`src/rtl/sram_arbiter.sv`:
```
// Arbitrates one single-port SRAM between the host path and the compute engine,
// registering the winning command and steering read data back by owner tag.
module sram_arbiter #(
  parameter int DATA_WIDTH = 128,
  parameter int ADDR_WIDTH = 10,
  parameter int RD_LAT     = 1,
  parameter int MAX_BURST  = 16
) (
  input  logic                  wb_clk_i,
  input  logic                  wb_rst_i,
  input  logic                  host_req,
  input  logic                  host_we,
  input  logic [ADDR_WIDTH-1:0] host_addr,
  input  logic [DATA_WIDTH-1:0] host_wdata,
  output logic                  host_gnt,
  output logic                  host_rvalid,
  output logic [DATA_WIDTH-1:0] host_rdata,
  input  logic                  eng_req,
  input  logic                  eng_we,
  input  logic [ADDR_WIDTH-1:0] eng_addr,
  input  logic [DATA_WIDTH-1:0] eng_wdata,
  input  logic                  eng_lock,
  output logic                  eng_gnt,
  output logic                  eng_rvalid,
  output logic [DATA_WIDTH-1:0] eng_rdata,
  output logic                  sram_wen,
  output logic [ADDR_WIDTH-1:0] sram_wadr,
  output logic [DATA_WIDTH-1:0] sram_wdata,
  output logic                  sram_ren,
  output logic [ADDR_WIDTH-1:0] sram_radr,
  input  logic [DATA_WIDTH-1:0] sram_rdata,
  output logic                  busy
);

  localparam int                CNT_W     = $clog2(MAX_BURST + 1);
  localparam logic [CNT_W-1:0] BURST_MAX = CNT_W'(MAX_BURST);

  typedef enum logic {OWN_HOST = 1'b0, OWN_ENG = 1'b1} owner_e;

  owner_e             last_winner;
  owner_e             issue_owner;
  logic               lock_active;
  logic [CNT_W-1:0]   burst_cnt;
  logic               host_win;
  logic               eng_win;
  logic               gnt_any;
  logic               sel_we;
  logic [ADDR_WIDTH-1:0] sel_addr;
  logic [DATA_WIDTH-1:0] sel_wdata;
  logic [RD_LAT-1:0]  tag_v;
  logic [RD_LAT-1:0]  tag_eng;

  // NOTE: every always_comb output gets a default first, so no path leaves it unassigned and no latch is inferred.
  always_comb begin
    host_win = 1'b0;
    eng_win  = 1'b0;
    if (host_req && !eng_req) begin
      host_win = 1'b1;
    end else if (eng_req && !host_req) begin
      eng_win = 1'b1;
    end else if (host_req && eng_req) begin
      if (lock_active && burst_cnt < BURST_MAX)       eng_win  = 1'b1;
      else if (lock_active && burst_cnt == BURST_MAX) host_win = 1'b1;
      else if (last_winner == OWN_ENG)                host_win = 1'b1;
      else                                            eng_win  = 1'b1;
    end
  end

  // Grants are forced low while reset is held so nothing is accepted then.
  assign host_gnt  = host_win & ~wb_rst_i;
  assign eng_gnt   = eng_win  & ~wb_rst_i;
  assign gnt_any   = host_gnt | eng_gnt;
  assign sel_we    = host_gnt ? host_we    : eng_we;
  assign sel_addr  = host_gnt ? host_addr  : eng_addr;
  assign sel_wdata = host_gnt ? host_wdata : eng_wdata;

  // NOTE: sequential state uses non-blocking assignments so every flop samples pre-edge values.
  always_ff @(posedge wb_clk_i or posedge wb_rst_i) begin
    if (wb_rst_i) begin
      last_winner <= OWN_ENG;
      issue_owner <= OWN_HOST;
      lock_active <= 1'b0;
      burst_cnt   <= '0;
      sram_wen    <= 1'b0;
      sram_ren    <= 1'b0;
      sram_wadr   <= '0;
      sram_radr   <= '0;
      sram_wdata  <= '0;
    end else begin
      if (host_gnt)     last_winner <= OWN_HOST;
      else if (eng_gnt) last_winner <= OWN_ENG;

      if (eng_gnt && eng_lock) begin
        lock_active <= 1'b1;
        if (burst_cnt != BURST_MAX) burst_cnt <= burst_cnt + CNT_W'(1);
      end else begin
        lock_active <= 1'b0;
        burst_cnt   <= '0;
      end

      sram_wen <= gnt_any & sel_we;
      sram_ren <= gnt_any & ~sel_we;
      if (gnt_any) begin
        sram_wadr   <= sel_addr;
        sram_radr   <= sel_addr;
        sram_wdata  <= sel_wdata;
        issue_owner <= host_gnt ? OWN_HOST : OWN_ENG;
      end
    end
  end

  // NOTE: the tag pipeline is a handful of flops, not a memory, so it is reset to discard in-flight reads.
  always_ff @(posedge wb_clk_i or posedge wb_rst_i) begin
    if (wb_rst_i) begin
      tag_v   <= '0;
      tag_eng <= '0;
    end else begin
      tag_v[0]   <= sram_ren;
      tag_eng[0] <= (issue_owner == OWN_ENG);
      for (int i = 1; i < RD_LAT; i++) begin
        tag_v[i]   <= tag_v[i-1];
        tag_eng[i] <= tag_eng[i-1];
      end
    end
  end

  // Final tag stage lines up with the cycle the SRAM presents read data.
  assign host_rvalid = tag_v[RD_LAT-1] & ~tag_eng[RD_LAT-1];
  assign eng_rvalid  = tag_v[RD_LAT-1] &  tag_eng[RD_LAT-1];
  assign host_rdata  = wb_rst_i ? '0 : sram_rdata;
  assign eng_rdata   = wb_rst_i ? '0 : sram_rdata;
  assign busy        = |tag_v;

endmodule
```
`config.mk`:
```
export PLATFORM = sky130hd
export DESIGN_NAME = sram_arbiter
export DESIGN_NICKNAME = d
export VERILOG_FILES = /design/src/rtl/sram_arbiter.sv
export SDC_FILE = /design/constraint.sdc
export NUM_CORES = 1
export LEC_CHECK = 0
export CAP_MARGIN = 25
export CORE_AREA = 3 3 323 325
export DETAILED_ROUTE_END_ITERATION = 12
export DIE_AREA = 0 0 326 328
export SYNTH_ARGS = -nofsm -noshare
export SYNTH_HDL_FRONTEND = slang
export SYNTH_SLANG_ARGS = --single-unit
export TNS_END_PERCENT = 1
```
`constraint.sdc`:
```
create_clock -name wb_clk_i -period 6.35 [get_ports wb_clk_i]
set_input_delay 1.27 -clock wb_clk_i [delete_from_list [all_inputs] [get_ports wb_clk_i]]
set_output_delay 1.27 -clock wb_clk_i [all_outputs]
set_load 0.02 [all_outputs]
```
==> results of run 1 <==
cells by family after synthesis:
group / Yosys count / share of synthesized area (%)
compound gates: 7 / 0.8037
mux: 2 / 0.2296
buf+inv: 220 / 16.96
fa+ha+maj: 2 / 0.2870
simple gates: 703 / 38.35
xor+xnor: 3 / 0.3014
flops: 150 / 43.07
placed cells by master (no fill, tap or decap), types with 2 or more instances in the layout:
| cell type | n |
|---|---|
| sky130_fd_sc_hd__and3_1 | 2 |
| sky130_fd_sc_hd__clkinvlp_4 | 2 |
| sky130_fd_sc_hd__ha_1 | 2 |
| sky130_fd_sc_hd__mux2i_1 | 2 |
| sky130_fd_sc_hd__buf_4 | 11 |
| sky130_fd_sc_hd__clkbuf_8 | 2 |
| sky130_fd_sc_hd__buf_12 | 3 |
| sky130_fd_sc_hd__nand2_1 | 278 |
| sky130_fd_sc_hd__nor2_1 | 7 |
| sky130_fd_sc_hd__inv_1 | 6 |
| sky130_fd_sc_hd__clkinv_4 | 4 |
| sky130_fd_sc_hd__clkdlybuf4s50_1 | 820 |
| sky130_fd_sc_hd__diode_2 | 9 |
| sky130_fd_sc_hd__bufinv_16 | 4 |
| sky130_fd_sc_hd__clkbuf_16 | 17 |
| sky130_fd_sc_hd__inv_6 | 3 |
| sky130_fd_sc_hd__dfrtp_1 | 149 |
| sky130_fd_sc_hd__nand3_1 | 279 |
| sky130_fd_sc_hd__and2_1 | 2 |
| sky130_fd_sc_hd__nor2b_1 | 129 |
| sky130_fd_sc_hd__xor2_1 | 2 |
cells in the mapped netlist (2+ instances only):
master / count / share of area, %
sky130_fd_sc_hd__nand3_1: 279 / 16
sky130_fd_sc_hd__nand2_1: 278 / 12
sky130_fd_sc_hd__dfrtp_1: 149 / 43
sky130_fd_sc_hd__buf_4: 142 / 12
sky130_fd_sc_hd__nor2b_1: 129 / 9.3
sky130_fd_sc_hd__clkbuf_1: 43 / 1.9
sky130_fd_sc_hd__buf_6: 14 / 1.8
sky130_fd_sc_hd__buf_2: 12 / 0.69
sky130_fd_sc_hd__nor2_1: 8 / 0.34
sky130_fd_sc_hd__inv_1: 7 / 0.30
sky130_fd_sc_hd__and2_1: 2 / 0.14
sky130_fd_sc_hd__and3_1: 2 / 0.14
sky130_fd_sc_hd__ha_1: 2 / 0.29
sky130_fd_sc_hd__mux2i_1: 2 / 0.23
sky130_fd_sc_hd__xor2_1: 2 / 0.20
final cells by class:
cell class	instances	share of cell area, %
Timing Repair Buffer	835	46.40
Sequential cell	150	20.79
Multi-Input combinational cell	717	19.40
Tap cell	1368	9.479
Clock buffer	20	2.529
Clock inverter	12	1.060
Inverter	8	0.2148
Antenna cell	9	0.1247
power breakdown:
part           switching [mW]  internal, mW
clock network           0.504         0.687
registers               0.116          1.10
logic                   0.761         0.724
stage by stage:
stage          setup slack (ns)  utilization [%]
2_1_floorplan            0.7052                -
3_3_place_gp              1.803            17.06
3_5_place_dp              1.771            17.09
4_1_cts                   1.767            17.73
5_1_grt                   1.744            17.73
6_report                  1.908            17.75
registers in the layout, summed over array words and instances, names as in the netlist:
name         flops
sram_wen         1
burst_cnt        5
sram_radr       10
busy             1
last_winner      1
issue_owner      1
sram_wdata     128
tag_eng          1
lock_active      1
sram_ren         1
worst paths after layout:
kind                               from              to  slack (ns)  depth (start not counted)
hold / removal              issue_owner         tag_eng        0.41                          0
setup reg to reg           burst_cnt[0]  sram_wdata[76]        3.09                          9
setup / recovery               wb_rst_i  host_rdata[99]        1.91                          4
hold reg to reg             issue_owner         tag_eng        0.41                          0
min in group asynchronous      wb_rst_i    burst_cnt[4]        1.18                          3
max in group asynchronous      wb_rst_i  sram_wdata[48]        3.49                          5
layer usage:
metal,share of wire (%),routed length (µm),vias up,global-route usage (%)
met5,0.17,120,-,0
met3,7.9,5755,86,4.411
met4,1.2,897,18,2.376
met2,49,35630,540,22.59
li1,-,-,4679,-
met1,42,30090,4914,16.00
==> results.json, run 1 <==
{
  "power.density_nw_per_um2": 215.4,
  "stdcell_count": 3119,
  "synthCells": 1087,
  "detailed_place_hpwl_um": 60370,
  "flow.area_growth_from_synthesis_pct": 107.1,
  "drv_slew": 0,
  "clkSlewWorstSetupHoldPaths_ns": 0.08,
  "holdWs_ns": 0.4115,
  "setup.worst_path.class": "in2out",
  "drc": 0,
  "multiInputGateArea_um2": 3503,
  "cts_hold_buf": 0,
  "critical-path-top-delay-family": "buffers and inverters",
  "synthArstFlopShare_pct": 100.0,
  "critical_path.max_stage_delay_ns": 0.76,
  "die_x_um": 326,
  "worst-slew-pin-transition_ns": 0.9786,
  "grt_first_pass_wirelength_um": 95880,
  "post_route_cells_drive_above_1_share_pct": 3.042,
  "grt_antenna_before_repair": 48,
  "finalClockSkew_ns": 0.01274,
  "synth-main-ff-cell": "sky130_fd_sc_hd__dfrtp_1",
  "dieHeight_um": 328,
  "placement_rows": 117,
  "sort_of_element_at_the_start_of_the_critical_path": "input pin",
  "post_synthesis_sequential_area_ratio_pct": 43.07,
  "crit_arrival_ns": 3.17,
  "timing.critical_path.cells": "buf_4 -> buf_12 -> nor2b_1 -> clkdlybuf4s50_1",
  "cts.htree.levels": 4,
  "clk_root_buffer_cell": "sky130_fd_sc_hd__clkbuf_16",
  "timing.final.crit_share_pct": 69.96,
  "fp.dieArea_um2": 106900,
  "report.power.total_mw": 3.889,
  "effective_utilization_at_floorplan_pct": 8.569,
  "crit_fanout": 74,
  "crit_path_end_kind": "primary output",
  "first_global_vias": 10590,
  "synthesis.nets": 1500,
  "nFillCells": 11420,
  "min_path_type": "reg2reg",
  "cts_max_path_buffers": 2,
  "syn-mean-instance-area_um2": 8.021,
  "port_buffers": 821,
  "clock_tree_from_tritoncts": "built",
  "synth_edf_count": 0,
  "synth-warning-count": 0,
  "worst_relative_slew_slack_pct": 34.76,
  "via_count": 10240,
  "report.final.setup_viol": 0,
  "io_pins": 822,
  "leakagePower_nw": 6.920,
  "period_needed_ns": 4.442,
  "regArea_um2": 3755,
  "setup_repair_after_global_routing_missed_its_margin": "false",
  "layout.nets": 2142,
  "totalNegativeSetupSlack_ns": 0,
  "numClockSinks": 150,
  "drt_wl_total_um": 72490,
  "ys_ff_latch": 150,
  "final_design_area_no_fill_um2": 18060,
  "cts.repair.resized": 0,
  "maximum_number_of_pins_on_one_net_before_global_route_repair": 109,
  "post_synth_instance_area_um2": 8718,
  "post_drt_via_cell_ratio": 3.282,
  "drt_first_iter_violations": 541,
  "synth_cell_type_count": 31,
  "dpl-instance-area_um2": 17390,
  "detail_route.wl_per_cell_um": 23.24,
  "max_clock_freq_mhz": 225.1,
  "required_time_of_the_critical_path_ns": 5.08,
  "route.antenna.remaining_nets": 0,
  "floorplan.core_area_um2": 101700,
  "final_hold_violating_endpoints": 0,
  "worst_voltage_drop_across_the_vdd_grid_mv": 0.1725,
  "post_cts_buffers": 0,
  "drt_pass1_iterations": 5,
  "outcome": "finished, final reports clean",
  "count_of_placed_standard_cells_including_taps": 3078,
  "grt_overflow": 0,
  "clock_latency_ns": 0.48,
  "finalWeightedCongestion": 0.8679,
  "max_cap_viol_count": 0,
  "slowest_stage": "sky130_fd_sc_hd__clkdlybuf4s50_1",
  "global_route.usage.total_pct": 13.13,
  "cts-buffers-inserted": 17,
  "worst-path-buf-inv": 3
}
(Power assumes the default switching activity.)
==> inputs of run 2 (changes only) <==
==> constraint.sdc (replaced) <==
create_clock -name wb_clk_i -period 3.8 [get_ports wb_clk_i]
set_input_delay 0.76 -clock wb_clk_i [delete_from_list [all_inputs] [get_ports wb_clk_i]]
set_output_delay 0.76 -clock wb_clk_i [all_outputs]
set_load 0.02 [all_outputs]
==> run 2 against run 1 <==
Compared with the run above: via count is 1.8% higher; sequential cell count stayed put; cell count is 0.29% higher; critical path type unchanged.
==> results.json, run 2 (same netlist as run 1, synthesis figures left out) <==
{
  "period_needed_ns": 3.266,
  "drc": 0,
  "final_common_cell": "sky130_fd_sc_hd__clkdlybuf4s50_1",
  "crit_fanout": 7,
  "critical-path-top-delay-family": "buffers and inverters",
  "regArea_um2": 3755,
  "timing.hold.worst_path_depth": 0,
  "layout.nets": 2148,
  "route.antenna.remaining_nets": 0,
  "drt_wl_total_um": 68340,
  "slowest_stage": "sky130_fd_sc_hd__clkdlybuf4s50_1",
  "finalWeightedCongestion": 0.8818,
  "largestRegisters": "sram_wdata: 128 flops, sram_radr: 10 flops, burst_cnt: 5 flops",
  "leakagePower_nw": 6.966,
  "cts_max_path_buffers": 2,
  "power.density_nw_per_um2": 356.5,
  "worst-path-buf-inv": 3,
  "timing.rr.start": "burst_cnt[0]",
  "timing.reg2reg.setup_slack_ns": 1.34,
  "critical_path.max_stage_delay_ns": 0.61,
  "report.final.setup_viol": 0,
  "crit_arrival_ns": 2.51,
  "clock_tree_from_tritoncts": "built",
  "setup.worst_path.class": "in2out",
  "critical_path.reg2reg.endpoint": "sram_wdata[74]",
  "layout_common_cells": "sky130_fd_sc_hd__clkdlybuf4s50_1 (820), sky130_fd_sc_hd__nand3_1 (279), sky130_fd_sc_hd__nand2_1 (278)",
  "setup_repair_after_global_routing_missed_its_margin": "false",
  "clk_root_buffer_cell": "sky130_fd_sc_hd__clkbuf_16",
  "timing.critical_path.cells": "clkdlybuf4s50_1 -> nand3b_1 -> o2111ai_4 -> inv_6 -> clkdlybuf4s50_1",
  "outcome": "finished, final reports clean",
  "layout_setup_ws_ns": 0.5339,
  "crit_path_end_kind": "primary output",
  "first_global_vias": 10580,
  "registers.top_by_ff_count": "sram_wdata",
  "cts_hold_buf": 0,
  "fp.dieArea_um2": 106900,
  "via_count": 10420,
  "effective_utilization_at_floorplan_pct": 8.569,
  "placement_rows": 117,
  "cts-buffers-inserted": 17,
  "grt_overflow": 0,
  "final_hold_violating_endpoints": 0,
  "die_x_um": 326,
  "detailed_place_hpwl_um": 56940,
  "post_cts_buffers": 0,
  "hold_path_end": "tag_eng",
  "finalClockSkew_ns": 0.03177,
  "max_cap_viol_count": 0,
  "maximum_number_of_pins_on_one_net_before_global_route_repair": 110,
  "required_time_of_the_critical_path_ns": 3.04,
  "worst_voltage_drop_across_the_vdd_grid_mv": 0.3165,
  "worst_relative_slew_slack_pct": 51.50,
  "sort_of_element_at_the_start_of_the_critical_path": "input pin",
  "floorplan.core_area_um2": 101700,
  "numClockSinks": 150,
  "port_buffers": 821,
  "grt_antenna_before_repair": 52,
  "clock_latency_ns": 0.52,
  "dpl-instance-area_um2": 17500,
  "clkSlewWorstSetupHoldPaths_ns": 0.08,
  "flip_flop_count_of_the_largest_register_after_layout": 128,
  "timing.final.crit_share_pct": 85.95,
  "max_clock_freq_mhz": 306.2,
  "worst_r2r_path_depth": 7,
  "multiInputGateArea_um2": 3505,
  "io_pins": 822,
  "utilization_pct": 17.86,
  "drt_pass1_iterations": 5,
  "nFillCells": 11470,
  "dieHeight_um": 328,
  "grt_first_pass_wirelength_um": 89720,
  "dpl_worst_slack_ns": 0.5458,
  "crit_top_cell": "sky130_fd_sc_hd__clkdlybuf4s50_1",
  "drt_first_iter_violations": 540,
  "final_design_area_no_fill_um2": 18170,
  "detail_route.wl_per_cell_um": 21.85,
  "cts.htree.levels": 4,
  "min_path_type": "reg2reg",
  "flow.area_growth_from_synthesis_pct": 108.4,
  "worst-slew-pin-transition_ns": 0.7275,
  "cts.repair.resized": 0,
  "timing.hold.worst.start": "issue_owner",
  "global_route.usage.total_pct": 12.34,
  "post_drt_via_cell_ratio": 3.332,
  "drv_slew": 0,
  "post_route_cells_drive_above_1_share_pct": 3.490
}
-- run 2: per-layer routing --
| metal | vias to the layer above | GRT usage [%] | wire length [µm] |
|---|---|---|---|
| met2 | 627 | 19.72 | 31730 |
| met1 | 4962 | 14.49 | 27330 |
| met3 | 119 | 5.123 | 6666 |
| met5 | - | 0 | 59 |
| met4 | 8 | 5.312 | 2557 |
| li1 | 4705 | - | - |
-- run 2: layout make-up --
type | count | area share, %
inverters | 8 | 0.2135
well taps | 1368 | 9.422
flip-flops and latches | 150 | 20.67
clock buffers | 17 | 2.342
multi-input cells | 717 | 19.29
clock inverters | 15 | 1.157
diodes | 12 | 0.1653
repair buffers | 841 | 46.74
-- run 2: worst max path at each step --
stage,start,depth (start not counted),endpoint
after floorplan,wb_rst_i,4,host_gnt
after global placement,eng_req,5,host_gnt
after detailed placement,eng_req,5,host_gnt
after CTS,burst_cnt[0],6,eng_gnt
after global routing,burst_cnt[0],6,eng_gnt
final,eng_req,5,host_gnt
-- run 2: metrics by stage --
step	TNS (ns)	power [mW]	hold slack, ns	std cells
3_3_place_gp	0	4.592	0.4286	3084
2_1_floorplan	-58.39	3.101	0.3753	1087
4_1_cts	0	6.655	0.4512	3116
5_1_grt	0	6.827	0.4633	3125
6_report	0	6.475	0.4486	3128
3_5_place_dp	0	4.604	0.4409	3084
-- run 2: power breakdown --
part	leakage [nW]	switching (mW)	internal, mW	total, mW
registers	1.80	0.154	1.83	1.99
logic	4.86	1.31	1.23	2.54
clock network	0.306	0.937	1.01	1.95
==> inputs of run 3 (changes only) <==
--- a/config.mk
+++ b/config.mk
@@ -12,4 +12,3 @@
 export SYNTH_ARGS = -nofsm -noshare
 export SYNTH_HDL_FRONTEND = slang
 export SYNTH_SLANG_ARGS = --single-unit
-export TNS_END_PERCENT = 1
==> constraint.sdc (replaced) <==
create_clock -name wb_clk_i -period 3.8 [get_ports wb_clk_i]
set_input_delay 0.76 -clock wb_clk_i [delete_from_list [all_inputs] [get_ports wb_clk_i]]
set_output_delay 0.76 -clock wb_clk_i [all_outputs]
set_load 0.005 [all_outputs]
==> run 3 against run 2 <==
Compared with the run above: cell count rose by 0.29%; largest power group unchanged; largest cell class unchanged; core utilization rose by 0.19 points; final area rose by 1.1%; non-clock buffer count rose by 2; first-iteration DRC count fell by 4.4%.
==> results.json, run 3 (same netlist as run 1, synthesis figures left out) <==
{
  "outcome": "finished, final reports clean",
  "worst-slew-pin-transition_ns": 0.9607,
  "worst_r2r_path_depth": 8,
  "slowest_stage": "sky130_fd_sc_hd__clkdlybuf4s50_1",
  "setup_repair_after_global_routing_missed_its_margin": "false",
  "first_global_vias": 10610,
  "finalWeightedCongestion": 0.8522,
  "timing.reg2reg.setup_slack_ns": 1.30,
  "via_count": 10210,
  "crit_fanout": 3,
  "critical-path-top-delay-family": "buffers and inverters",
  "worst-path-buf-inv": 2,
  "port_buffers": 821,
  "drt_first_iter_violations": 516,
  "clock_tree_from_tritoncts": "built",
  "cts.repair.resized": 0,
  "worst_relative_slew_slack_pct": 35.95,
  "timing.critical_path.cells": "inv_1 -> ha_1 -> and4bb_2 -> o221ai_1 -> and3_1 -> clkdlybuf4s50_1",
  "flow.area_growth_from_synthesis_pct": 110.6,
  "max_cap_viol_count": 0,
  "layout_setup_ws_ns": 0.5003,
  "registers.top_by_ff_count": "sram_wdata",
  "startpoint": "burst_cnt[0]",
  "leakagePower_nw": 6.960,
  "global_route.usage.total_pct": 13.33,
  "required_time_of_the_critical_path_ns": 3.04,
  "grt_first_pass_wirelength_um": 96450,
  "post_drt_via_cell_ratio": 3.254,
  "period_needed_ns": 3.300,
  "sort_of_element_at_the_start_of_the_critical_path": "flip-flop",
  "dpl_worst_slack_ns": 0.4962,
  "setup.worst_path.class": "reg2out",
  "numClockSinks": 150,
  "critical_path.max_stage_delay_ns": 0.57,
  "detail_route.wl_per_cell_um": 23.49,
  "cts-buffers-inserted": 17,
  "cts_hold_buf": 0,
  "finalClockSkew_ns": 0.01457,
  "route.antenna.remaining_nets": 0,
  "clk_root_buffer_cell": "sky130_fd_sc_hd__clkbuf_16",
  "flip_flop_count_of_the_largest_register_after_layout": 128,
  "largestRegisters": "sram_wdata: 128 flops, sram_radr: 10 flops, burst_cnt: 5 flops",
  "totalNegativeSetupSlack_ns": 0,
  "placement_rows": 117,
  "fp.dieArea_um2": 106900,
  "timing.final.crit_share_pct": 86.83,
  "drt_wl_total_um": 73680,
  "drc": 0,
  "min_path_type": "reg2reg",
  "crit_arrival_ns": 2.54,
  "power.density_nw_per_um2": 317.8,
  "post_cts_buffers": 0,
  "crit_path_end_kind": "primary output",
  "critical_path.reg2reg.endpoint": "sram_wdata[91]",
  "post_route_cells_drive_above_1_share_pct": 9.034,
  "dieHeight_um": 328,
  "effective_utilization_at_floorplan_pct": 8.569,
  "maximum_number_of_pins_on_one_net_before_global_route_repair": 139,
  "final_hold_violating_endpoints": 0,
  "final_common_cell": "sky130_fd_sc_hd__clkdlybuf4s50_1",
  "layout.nets": 2150,
  "clock_latency_ns": 0.47,
  "timing.rr.start": "burst_cnt[0]",
  "die_x_um": 326,
  "report.power.total_mw": 5.836,
  "detailed_place_hpwl_um": 62560,
  "grt_overflow": 0,
  "floorplan.core_area_um2": 101700,
  "report.final.setup_viol": 0,
  "cts.htree.levels": 4,
  "cts_max_path_buffers": 2,
  "path_depth": 6,
  "grt_antenna_before_repair": 60,
  "max_clock_freq_mhz": 303.1,
  "drv_slew": 0,
  "worst_voltage_drop_across_the_vdd_grid_mv": 0.3476,
  "clkSlewWorstSetupHoldPaths_ns": 0.07,
  "critical_path.endpoint": "eng_gnt",
  "drt_pass1_iterations": 4,
  "io_pins": 822,
  "nFillCells": 11420,
  "layout_common_cells": "sky130_fd_sc_hd__clkdlybuf4s50_1 (820), sky130_fd_sc_hd__nand3_1 (279), sky130_fd_sc_hd__nand2_1 (179)"
}
==> run 3: worst min-delay path by stage <==
stage                startpoint  slack, ns  endpoint  cells after the start
finish                 sram_ren       0.39      busy                      0
global route           sram_ren       0.40      busy                      0
CTS                    sram_ren       0.40      busy                      0
detailed placement     sram_ren       0.39      busy                      0
global placement       sram_ren       0.39      busy                      0
floorplan           issue_owner       0.38   tag_eng                      0
==> run 3: worst reg2reg max path, cell delays in order, from the launching register on <==
cell                        delay (ns)
sky130_fd_sc_hd__dfrtp_1          0.40
sky130_fd_sc_hd__inv_1            0.09
sky130_fd_sc_hd__ha_1             0.19
sky130_fd_sc_hd__and4bb_2         0.31
sky130_fd_sc_hd__o2111ai_4        0.22
sky130_fd_sc_hd__inv_6            0.16
sky130_fd_sc_hd__buf_12           0.36
sky130_fd_sc_hd__nand2_1          0.55
sky130_fd_sc_hd__nand3_1          0.14
==> run 3: power breakdown <==
part           switching, mW  internal (mW)
clock network          0.783          0.915
logic                  0.855           1.25
registers              0.199           1.84
==> run 3: metal layers <==
metal,wire (µm),up-vias,part of all wire [%],track usage (%)
met5,268,-,0.36,0
met4,1710,40,2.3,3.996
met3,8563,106,12,7.411
met2,37200,504,50,23.61
met1,25930,4841,35,13.30
li1,-,4718,-,-
==> run 3: metrics by stage <==
stage | instance area (µm²) | hold WS [ns] | instances | utilization, %
4_1_cts | 18310 | 0.4021 | 3117 | 18.00
5_1_grt | 18330 | 0.4006 | 3122 | 18.01
6_report | 18360 | 0.3865 | 3137 | 18.05
3_5_place_dp | 17760 | 0.3856 | 3086 | 17.46
2_1_floorplan | 9211 | 0.3753 | 1087 | -
3_3_place_gp | 17760 | 0.3860 | 3086 | 17.46
==> run 3: cell type report <==
cell class                 count  area [µm²]  area share, %
clock inverter                11       103.9         0.5656
multi-input combinational    717        3751          20.43
clock buffer                  20       446.7          2.433
inverter                       8       38.79         0.2112
timing repair buffer         843        8506          46.32
antenna                       20       50.05         0.2726
sequential                   150        3755          20.45
tap                         1368        1712          9.321
